### src/rtl/video_palout.sv
// Palette/output stage: maps renderer indices through Evo or ULAplus palettes, adds border and blanking.
// Two-stage pipeline on ena_pix; color follows strobe N+1 and is frozen without strobes; CPU writes are never stalled.
module video_palout #(
  parameter logic [5:0] BLANK_COLOR = 6'b000000
) (
  input  logic       clk,
  input  logic       rst_n,
  input  logic       ena_pix,
  input  logic       pix_area,
  input  logic       hblank,
  input  logic       vblank,
  input  logic [3:0] border,
  input  logic [3:0] pixels,
  input  logic [1:0] up_palsel,
  input  logic [2:0] up_paper,
  input  logic [2:0] up_ink,
  input  logic       up_pixel,
  input  logic       pal_wr,
  input  logic [3:0] pal_a,
  input  logic [5:0] pal_d,
  input  logic       up_sel_wr,
  input  logic       up_dat_wr,
  input  logic [7:0] din,
  output logic [7:0] up_dout,
  output logic       up_mode,
  output logic [5:0] color
);

  // Standard ZX colours with index bit 3 acting as bright.
  function automatic logic [5:0] evo_init(input logic [3:0] i);
    return {i[2], i[2] & i[3], i[1], i[1] & i[3], i[0], i[0] & i[3]};
  endfunction

  // GGGRRRBB -> G2:R2:B2, keeping the two top bits of each channel.
  function automatic logic [5:0] conv(input logic [7:0] d);
    return {d[7], d[6], d[4], d[3], d[1], d[0]};
  endfunction

  logic [7:0] sel;
  logic [7:0] upram [64];
  logic [5:0] evo   [16];

  logic       blk;
  logic       use_up;
  logic [5:0] idx6;
  logic [3:0] idx4;

  wire [1:0] grp = sel[7:6];
  wire [5:0] idx = sel[5:0];

  // Data write decodes the select value from before any same-cycle select update.
  always_ff @(posedge clk or negedge rst_n) begin
    if (!rst_n) begin
      sel     <= 8'h00;
      up_mode <= 1'b0;
      for (int i = 0; i < 64; i++) upram[i] <= 8'h00;
    end else begin
      if (up_dat_wr) begin
        if (grp == 2'b00)      upram[idx] <= din;
        else if (grp == 2'b01) up_mode    <= din[0];
      end
      if (up_sel_wr) sel <= din;
    end
  end

  always_ff @(posedge clk or negedge rst_n) begin
    if (!rst_n) begin
      for (int i = 0; i < 16; i++) evo[i] <= evo_init(4'(i));
    end else if (pal_wr) begin
      evo[pal_a] <= pal_d;
    end
  end

  always_comb begin
    up_dout = 8'hFF;
    case (grp)
      2'b00:   up_dout = upram[idx];
      2'b01:   up_dout = {7'b0, up_mode};
      default: up_dout = 8'hFF;
    endcase
  end

  // Border stays on the Evo path even in ULAplus mode.
  always_ff @(posedge clk or negedge rst_n) begin
    if (!rst_n) begin
      blk    <= 1'b0;
      use_up <= 1'b0;
      idx6   <= 6'd0;
      idx4   <= 4'd0;
      color  <= 6'd0;
    end else if (ena_pix) begin
      blk    <= hblank | vblank;
      use_up <= up_mode & pix_area;
      idx6   <= {up_palsel, ~up_pixel, up_pixel ? up_ink : up_paper};
      idx4   <= pix_area ? pixels : border;
      color  <= blk    ? BLANK_COLOR :
                use_up ? conv(upram[idx6]) : evo[idx4];
    end
  end

endmodule

### config.mk
export PLATFORM = sky130hd
export DESIGN_NAME = video_palout
export DESIGN_NICKNAME = d
export VERILOG_FILES = /design/src/rtl/video_palout.sv
export SDC_FILE = /design/constraint.sdc
export NUM_CORES = 1
export LEC_CHECK = 0
export CAP_MARGIN = 20
export CELL_PAD_IN_SITES_DETAIL_PLACEMENT = 0
export CELL_PAD_IN_SITES_GLOBAL_PLACEMENT = 1
export CORE_ASPECT_RATIO = 1.5
export CORE_MARGIN = 2
export CORE_UTILIZATION = 46
export DETAILED_ROUTE_END_ITERATION = 6
export GPL_TIMING_DRIVEN = 0
export MAX_ROUTING_LAYER = met4
export PLACE_DENSITY = 0.76
export SLEW_MARGIN = 25
export SYNTH_ARGS = -nofsm -noshare
export SYNTH_HDL_FRONTEND = slang
export SYNTH_SLANG_ARGS = --single-unit
### constraint.sdc
create_clock -name clk -period 3.12 [get_ports clk]
set_input_delay 0.624 -clock clk [delete_from_list [all_inputs] [get_ports clk]]
set_output_delay 0.624 -clock clk [all_outputs]
set_load 0.01 [all_outputs]
## After elaboration in Yosys (flattened, before gate mapping)

Index checks and enable logic that the tools add are counted.

| word-level totals | value |
|---|---|
| flip-flop bits (word level) | 635 |
| input bits | 44 |
| word-level logic and storage cells | 127 |

| operators by class | value |
|---|---|
| $lt $le $gt $ge | 6 |
| eq/ne operators | 1 |
| multiplexer cells | 20 |
| bitwise gates (word level) | 8 |
| reductions and logical operators | 5 |

Operators with widths:

| operator | count |
|---|---|
| $bwmux W512 | 1 |
| $bmux W8 S6 | 2 |
| $bwmux W96 | 1 |
| $demux W8 S6 | 1 |
| $mux W8 | 5 |
| $mux W6 | 5 |
| $bmux W6 S4 | 1 |
| $demux W6 S4 | 1 |
| $pmux W8 S2 | 1 |
| $ge A7 B7 Y1 const B | 2 |
| $not A6 Y7 | 2 |
| $ge A5 B5 Y1 const B | 2 |
| $not A4 Y5 | 2 |
| $lt A7 B1 Y1 const B | 1 |
| $lt A5 B1 Y1 const B | 1 |
| $mux W4 | 1 |
| $mux W3 | 1 |
| $reduce_and A3 Y1 | 1 |
| $eq A2 B1 Y1 const B | 1 |
| $logic_and A1 B1 Y1 | 2 |
| $logic_not A2 Y1 | 1 |
| $not A1 Y1 | 2 |
| $reduce_and A2 Y1 | 1 |
| $and A1 B1 Y1 | 1 |
| $or A1 B1 Y1 | 1 |

## Depth between registers and ports, before layout

Gate-level depths: netlist of the first run.

| logic depth | value |
|---|---|
| word-level depth | 6 |
| depth in mapped cells | 10 |
| gate-level depth less buffers | 6 |

## Least setup slack after synthesis of the first run

No wires, ideal clock.

| timing | value |
|---|---|
| kind | reg-to-output |
| start | reg sel[1] |
| end | out up_dout[4] |
| data arrival time | 1946 ps |
| path slack | 550 ps |
| cell stages (with the launch flop) | 10 |
| path through | dfrtp_1 -> buf_2 -> buf_6 -> buf_4 -> buf_2 -> buf_2 -> o21ai_0 -> o21ai_0 -> a2111oi_0 -> a41oi_1 |

| on the way | value |
|---|---|
| longest elaborated chain between the ends | 5 |

Ends and longest elaborated chain:

| what | line | text |
|---|---|---|
| from (decl) | 39 | `logic [7:0] sel;` |
| from (signal assigned) | 62 | `if (up_sel_wr) sel <= din;` |
| $not A6 Y7 (not written as such) | 77 | `2'b00: up_dout = upram[idx];` |
| $bmux W8 S6 | 77 |  |
| $mux W8 (not written as such) (2 in a row) | 77 |  |
| $pmux W8 S2 | 76 | `case (grp)` |
| to (decl) | 24 | `output logic [7:0] up_dout,` |

No other way between the ends. The select of a mux whose other input is x is not followed.

## Final worst setup path of the first run

| timing | value |
|---|---|
| start | reg sel[0] |
| end | out up_dout[1] |

Same word-level chain as after synthesis.

==> results.toml, run 1 <==
[job]
cap_violations = 0

[synth]
synthMuxAreaShare = 0.365
synth_adder_area_share = 0
netlist_instances = 2343
synth_compound_area_frac = 0.0662
synth_top_family_by_area = "multiplexers"
synth_area_leaders = "dfrtp_1 (46%), mux2_2 (22%), mux4_2 (11%)"
yosysMostFrequentCell = "mux2_2"
synth_edf_count = 0
synth_xor_xnor_area_share = 0
ys_seq_area_frac = 0.493
synth-async-reset-ratio = 1.00
ys.flop_type = "dfrtp_1"
synth_common_cells = "mux2_2 (633), dfrtp_1 (599), mux4_2 (157)"
synth_area_sq_um = 32300
synth_top_area_frac = 0.464
synth.distinct_cells = 64
yosys_warnings = 0
yosys.area_share.simple = 0.0480
synth.avg_cell_area_sq_um = 13.8
yosys.area.top_type = "dfrtp_1"
synth_seq_cells = 635
syn-num-nets = 2387

[sta]
setup_viol_count_final = 132
fmax_mhz = 264
skew_ns = 0.0274
fin_crit_sh = 1.22
whs_ns = 0.403
report.final.slew_viol_count = 0
hold_viol_final = 0
slew_headroom = 0.192
min_period_ns = 3.79
rsz0062_at_grt = "yes"
tightestPinTransition_ns = 1.21
fin_ws_ns = -0.674

[routing]
dr.pass1.iters = 5
routed_via_density = 6.91
wl_per_cell_microns = 42.5
num_vias = 24428
route.detailed.drc = 0
drtIter0Drc = 2954
antenna_left = 0
routed_wirelength_mm = 150

[clock_tree]
root_buffer = "clkbuf_16"
clk_pin_slew_worst_paths_ns = 0.06
cts_sinks = 635
cts_buffers = 67
clk_latency_ns = 0.64
ctsHtreeMaxLevel = 3
cts_tree = "yes"
cts_buffer_depth = 3

[grt]
grt_pass1_vias = 24605
grt_pass1_wl_mm = 202
grt_usage = 0.429
grt_max_degree = 95
grt-ovfl-total = 0
grt_antenna_before_repair = 7

[placed_design]
place.gp.congestion = 1.06
placed_area_sq_um = 34200
dpl.hpwl_mm = 104
numPortBuffers = 47

[die]
core-area_sq_um = 69800
fp.dieH_microns = 329
die-area_sq_um = 72400
rows = 119
start_util = 0.463
num_io_pins = 59
die_x_microns = 220

[min_path]
min_path_type = "input pin to flop"

[layout]
seq_area_sq_um = 15900
fill_cells = 5680
syn2layout_area_growth_pct = 22.6
stdcell_area_sq_um = 39600
final_util = 0.567
final_layout_size_suffix_gt1_frac = 0.523
final_nets = 2616
multiInputGateArea_sq_um = 16600

[power_and_ir_drop]
p_total_mw = 23.7
power_density_nw_per_um2 = 600
leakage_nw = 17.7
ir_worst_vdd_v = 0.000559

[run_status]
violations = "negative setup slack"
outcome = "complete, but fails checks"

[setup_path]
path_max_fanout = 10
critPathLaunchType = "flop"
critPathKind = "flop to output port"
endpoint_kind = "output port"
cp.required_ns = 2.50
cp.arrival_ns = 3.17
==> cell families (layout without fill, tap and decap cells) <==
family | count (synthesis) | count (layout)
multiplexers | 903 | 903
other | 0 | 5
AND/OR/NAND/NOR | 303 | 303
buffers and inverters | 200 | 478
AO/OA/AOI/OAI | 302 | 302
flip-flops | 635 | 635
==> per-stage QoR <==
stage | setup slack [ns] | setup TNS [ns] | std cells
final | -0.674 | -9.32 | 3533
after global routing | -0.672 | -4.91 | 3531
after global placement | -26.48 | - | 3297
after floorplan | 0.550 | 0 | 2343
after detailed placement | -1.99 | -169.31 | 3308
after CTS | -0.623 | -4.83 | 3496
==> final cells by class <==
| class | instances | share of cell area |
|---|---|---|
| clock inverters | 25 | 0.00825 |
| inverters | 8 | 0.00126 |
| well taps | 907 | 0.0287 |
| clock buffers | 93 | 0.0492 |
| multi-input cells | 1508 | 0.419 |
| diodes | 5 | 0.000316 |
| flip-flops and latches | 635 | 0.403 |
| repair buffers | 165 | 0.0483 |
| plain buffers | 187 | 0.0423 |
==> critical path: stages, from the launching register on <==
cell and delay (ns):
dfrtp_2 0.44, buf_12 0.18, buf_12 0.15, nor2_4 0.04, buf_8 0.14, clkbuf_16 0.21
a222oi_1 0.42, o21ai_1 0.18, a22oi_2 0.34, a41oi_4 0.20, buf_2 0.20
==> what timing repair did <==
| action | 4_1_cts | 5_1_grt |
|---|---|---|
| cloned | 4 | 3 |
| resized for setup | 406 | 81 |
| hold buffers | 1 | 0 |
| endpoints found under the hold margin | 59 | 0 |
| pin swaps | 50 | 38 |
| buffers inserted | 69 | 31 |
| setup endpoints to repair | 358 | 18 |
==> final timing paths <==
check,from,endpoint,slack [ns],cells past startpoint
worst min register to register,evo[67],evo[67],0.50,1
min in group asynchronous,rst_n,evo[78],0.52,2
worst min-delay path,pix_area,use_up,0.40,3
worst max-delay path,sel[0],up_dout[1],-0.67,10
worst max register to register,sel[2],upram[114],-0.09,8
max in group asynchronous,rst_n,upram[8],0.75,5
==> report_power, final <==
group / switching, mW / internal (mW) / leakage [nW] / total (mW)
clock: 3.56 / 4.96 / 1.12 / 8.52
combinational: 3.03 / 2.33 / 8.12 / 5.36
sequential: 0.655 / 9.21 / 8.49 / 9.86
total: 7.24 / 16.5 / 17.7 / 23.7
==> flip-flops by register name, summed over array words and instances (netlist names) <==
name	count
upram	512
evo	96
sel	8
color	6
idx6	6
idx4	4
blk	1
up_mode	1
use_up	1
==> metal layers <==
metal / wire (microns) / part of all wire / global-route usage
met5: 0 / 0 / -
met4: 16000 / 0.11 / 0.358
met3: 13300 / 0.089 / 0.101
met2: 69000 / 0.46 / 0.647
met1: 51800 / 0.34 / 0.479
==> cell usage in the layout, fill, tap and decap left out, types with 45 or more instances in the layout <==
cell type	count
mux4_2	157
a22oi_1	45
buf_4	89
clkbuf_1	89
mux2_2	631
mux2i_1	84
dfrtp_1	598
nand2_1	78
nor2_1	49
clkbuf_16	76
(Power assumes the default switching activity.)
==> inputs of run 2 (changes only) <==
Settings changed: TNS_END_PERCENT set to 50.
==> run 2 against run 1 <==
Compared with the run above: the flow still finishes with violations (negative setup slack); first-iteration DRC count fell by 3.5%; cell count decreased by 0.37%; power down 0.34%; critical path type unchanged; largest cell class unchanged; highest routed layer unchanged.
==> results.toml, run 2 (synthesis results as in run 1) <==
[sta]
rsz0062_at_grt = "yes"
min_period_ns = 3.81
fmax_mhz = 262
fin_ws_ns = -0.693
slew_headroom = 0.232
hold_viol_final = 0
report.final.slew_viol_count = 0
tightestPinTransition_ns = 1.15
skew_ns = 0.0287
fin_crit_sh = 1.22
setup_viol_count_final = 24
setup_tns_ns = -5.52

[layout]
reg_top3 = "upram x512, evo x96, sel x8"
multiInputGateArea_sq_um = 16500
top_register = "upram"
syn2layout_area_growth_pct = 21.9
final_util = 0.564
largest_register_ffs = 512
seq_area_sq_um = 15900
mostFrequentLayoutCells = "mux2_2 (630), dfrtp_1 (597), mux4_2 (157), clkbuf_1 (89), mux2i_1 (85)"
final_cells = 3520
final_layout_size_suffix_gt1_frac = 0.517
layout_commonest_cell = "mux2_2"
fill_cells = 5682
final_nets = 2606

[grt]
grt_max_degree = 95
grt_antenna_before_repair = 4
grt_pass1_wl_mm = 202
grt_usage = 0.429
grt_pass1_vias = 24589
grt-ovfl-total = 0

[power_and_ir_drop]
clockPowerShare = 0.359
p_total_mw = 23.7
ir_worst_vdd_v = 0.000560
seqPwrFrac = 0.417
power_density_nw_per_um2 = 601
sw_frac_of_total = 0.304
power.switching_mw = 7.19
internal_power_mw = 16.5
leakage_nw = 17.7
share_comb_of_total_power = 0.224

[clock_tree]
clk_latency_ns = 0.64
root_buffer = "clkbuf_16"
ctsHtreeMaxLevel = 3
cts_sinks = 635
clk_pin_slew_worst_paths_ns = 0.06
cts_buffers = 67
cts_tree = "yes"
cts_buffer_depth = 3

[setup_path]
critPathMaxStageDelay_ns = 0.40
cp_slowest_cell = "a221oi_1"
cp.arrival_ns = 3.19
critPathKind = "flop to output port"
endpoint_kind = "output port"
critPathLaunchType = "flop"
worst-path-buf-inv = 8
path_max_fanout = 9
cp.required_ns = 2.50
path_cells = "buf_6 > buf_16 > buf_16 > buf_16 > buf_12 > buf_16 > buf_12 > a221oi_1 > nor2_1 > o21ai_1 > a41oi_2 > buf_2"
cp_common_cell = "buf_16"
critical-path-top-delay-family = "buffers and inverters"

[placed_design]
place.gp.congestion = 1.06
dpl.hpwl_mm = 104
numPortBuffers = 47
dpl.cell_count = 3308
dp_slack_ns = -1.99

[routing]
num_vias = 24211
routed_via_density = 6.88
dr.pass1.iters = 6
wl_per_cell_microns = 42.4
routed_wirelength_mm = 149
route.detailed.drc = 0
drtIter0Drc = 2851
antenna_left = 0

[die]
start_util = 0.463
num_io_pins = 59
die-area_sq_um = 72400
rows = 119
core-area_sq_um = 69800
fp.dieH_microns = 329
die_x_microns = 220

[job]
cap_violations = 0

[min_path]
min_path_type = "input pin to flop"

[run_status]
outcome = "complete, but fails checks"
violations = "negative setup slack"
==> run 2: cell count changes in the layout (fill, tap and decap cells not counted), moves of 3 or more <==
| cell | previous run | this run |
|---|---|---|
| buf_4 | 89 | 82 |
| buf_12 | 30 | 26 |
| buf_8 | 15 | 12 |
| diode_2 | 5 | 2 |
==> run 2: power by group through the flow <==
| stage | clock, mW | sequential [mW] | combinational [mW] |
|---|---|---|---|
| global route | 8.88 | 9.93 | 5.37 |
| floorplan | 0 | 9.70 | 2.46 |
| finish | 8.50 | 9.86 | 5.30 |
| detailed placement | 0 | 9.95 | 4.36 |
| CTS | 8.56 | 9.81 | 5.01 |
| global placement | 0 | 9.92 | 4.24 |
==> run 2: area by class of cell <==
type	instances	share of cell area
sequential	635	0.405
antenna	2	0.000127
timing repair buffer	156	0.0464
buffer	186	0.0419
multi-input combinational	1508	0.419
clock buffer	93	0.0495
clock inverter	25	0.00829
tap	907	0.0288
inverter	8	0.00127
==> run 2: path summary, 6_finish.rpt <==
kind                           from  slack [ns]  cells past startpoint         end
setup / recovery             sel[1]       -0.69                     12  up_dout[4]
hold / removal             pix_area        0.40                      3      use_up
setup reg to reg            idx6[1]       -0.17                      8    color[4]
hold reg to reg             evo[72]        0.50                      1     evo[72]
max in group asynchronous     rst_n        0.79                      5    upram[0]
min in group asynchronous     rst_n        0.52                      2     evo[78]
==> run 2: worst min-delay path: stages <==
cell and delay [ns]:
clkbuf_1 0.17, nand3_1 0.11, o21ai_0 0.08
==> run 2: stage by stage <==
stage / instance area (sq um) / hold WS, ns
finish: 39400 / 0.403
detailed placement: 34200 / 0.491
global placement: 33900 / 0.482
CTS: 38800 / 0.385
global route: 39400 / 0.455
floorplan: 32300 / 0.328
==> run 2: what timing repair did <==
action,CTS,global route
cloned,4,3
endpoints found under the hold margin,59,0
hold buffers,1,0
endpoints found under the setup margin,358,11
setup buffers,67,22
pin swaps,49,32
gates resized for setup,406,60
==> run 2: per-layer routing <==
metal | global-route usage | vias up | part of all wire
met1 | 0.480 | 12726 | 0.34
met3 | 0.100 | 571 | 0.093
met4 | 0.360 | 0 | 0.11
li1 | - | 9401 | -
met5 | - | - | 0
met2 | 0.646 | 1513 | 0.46
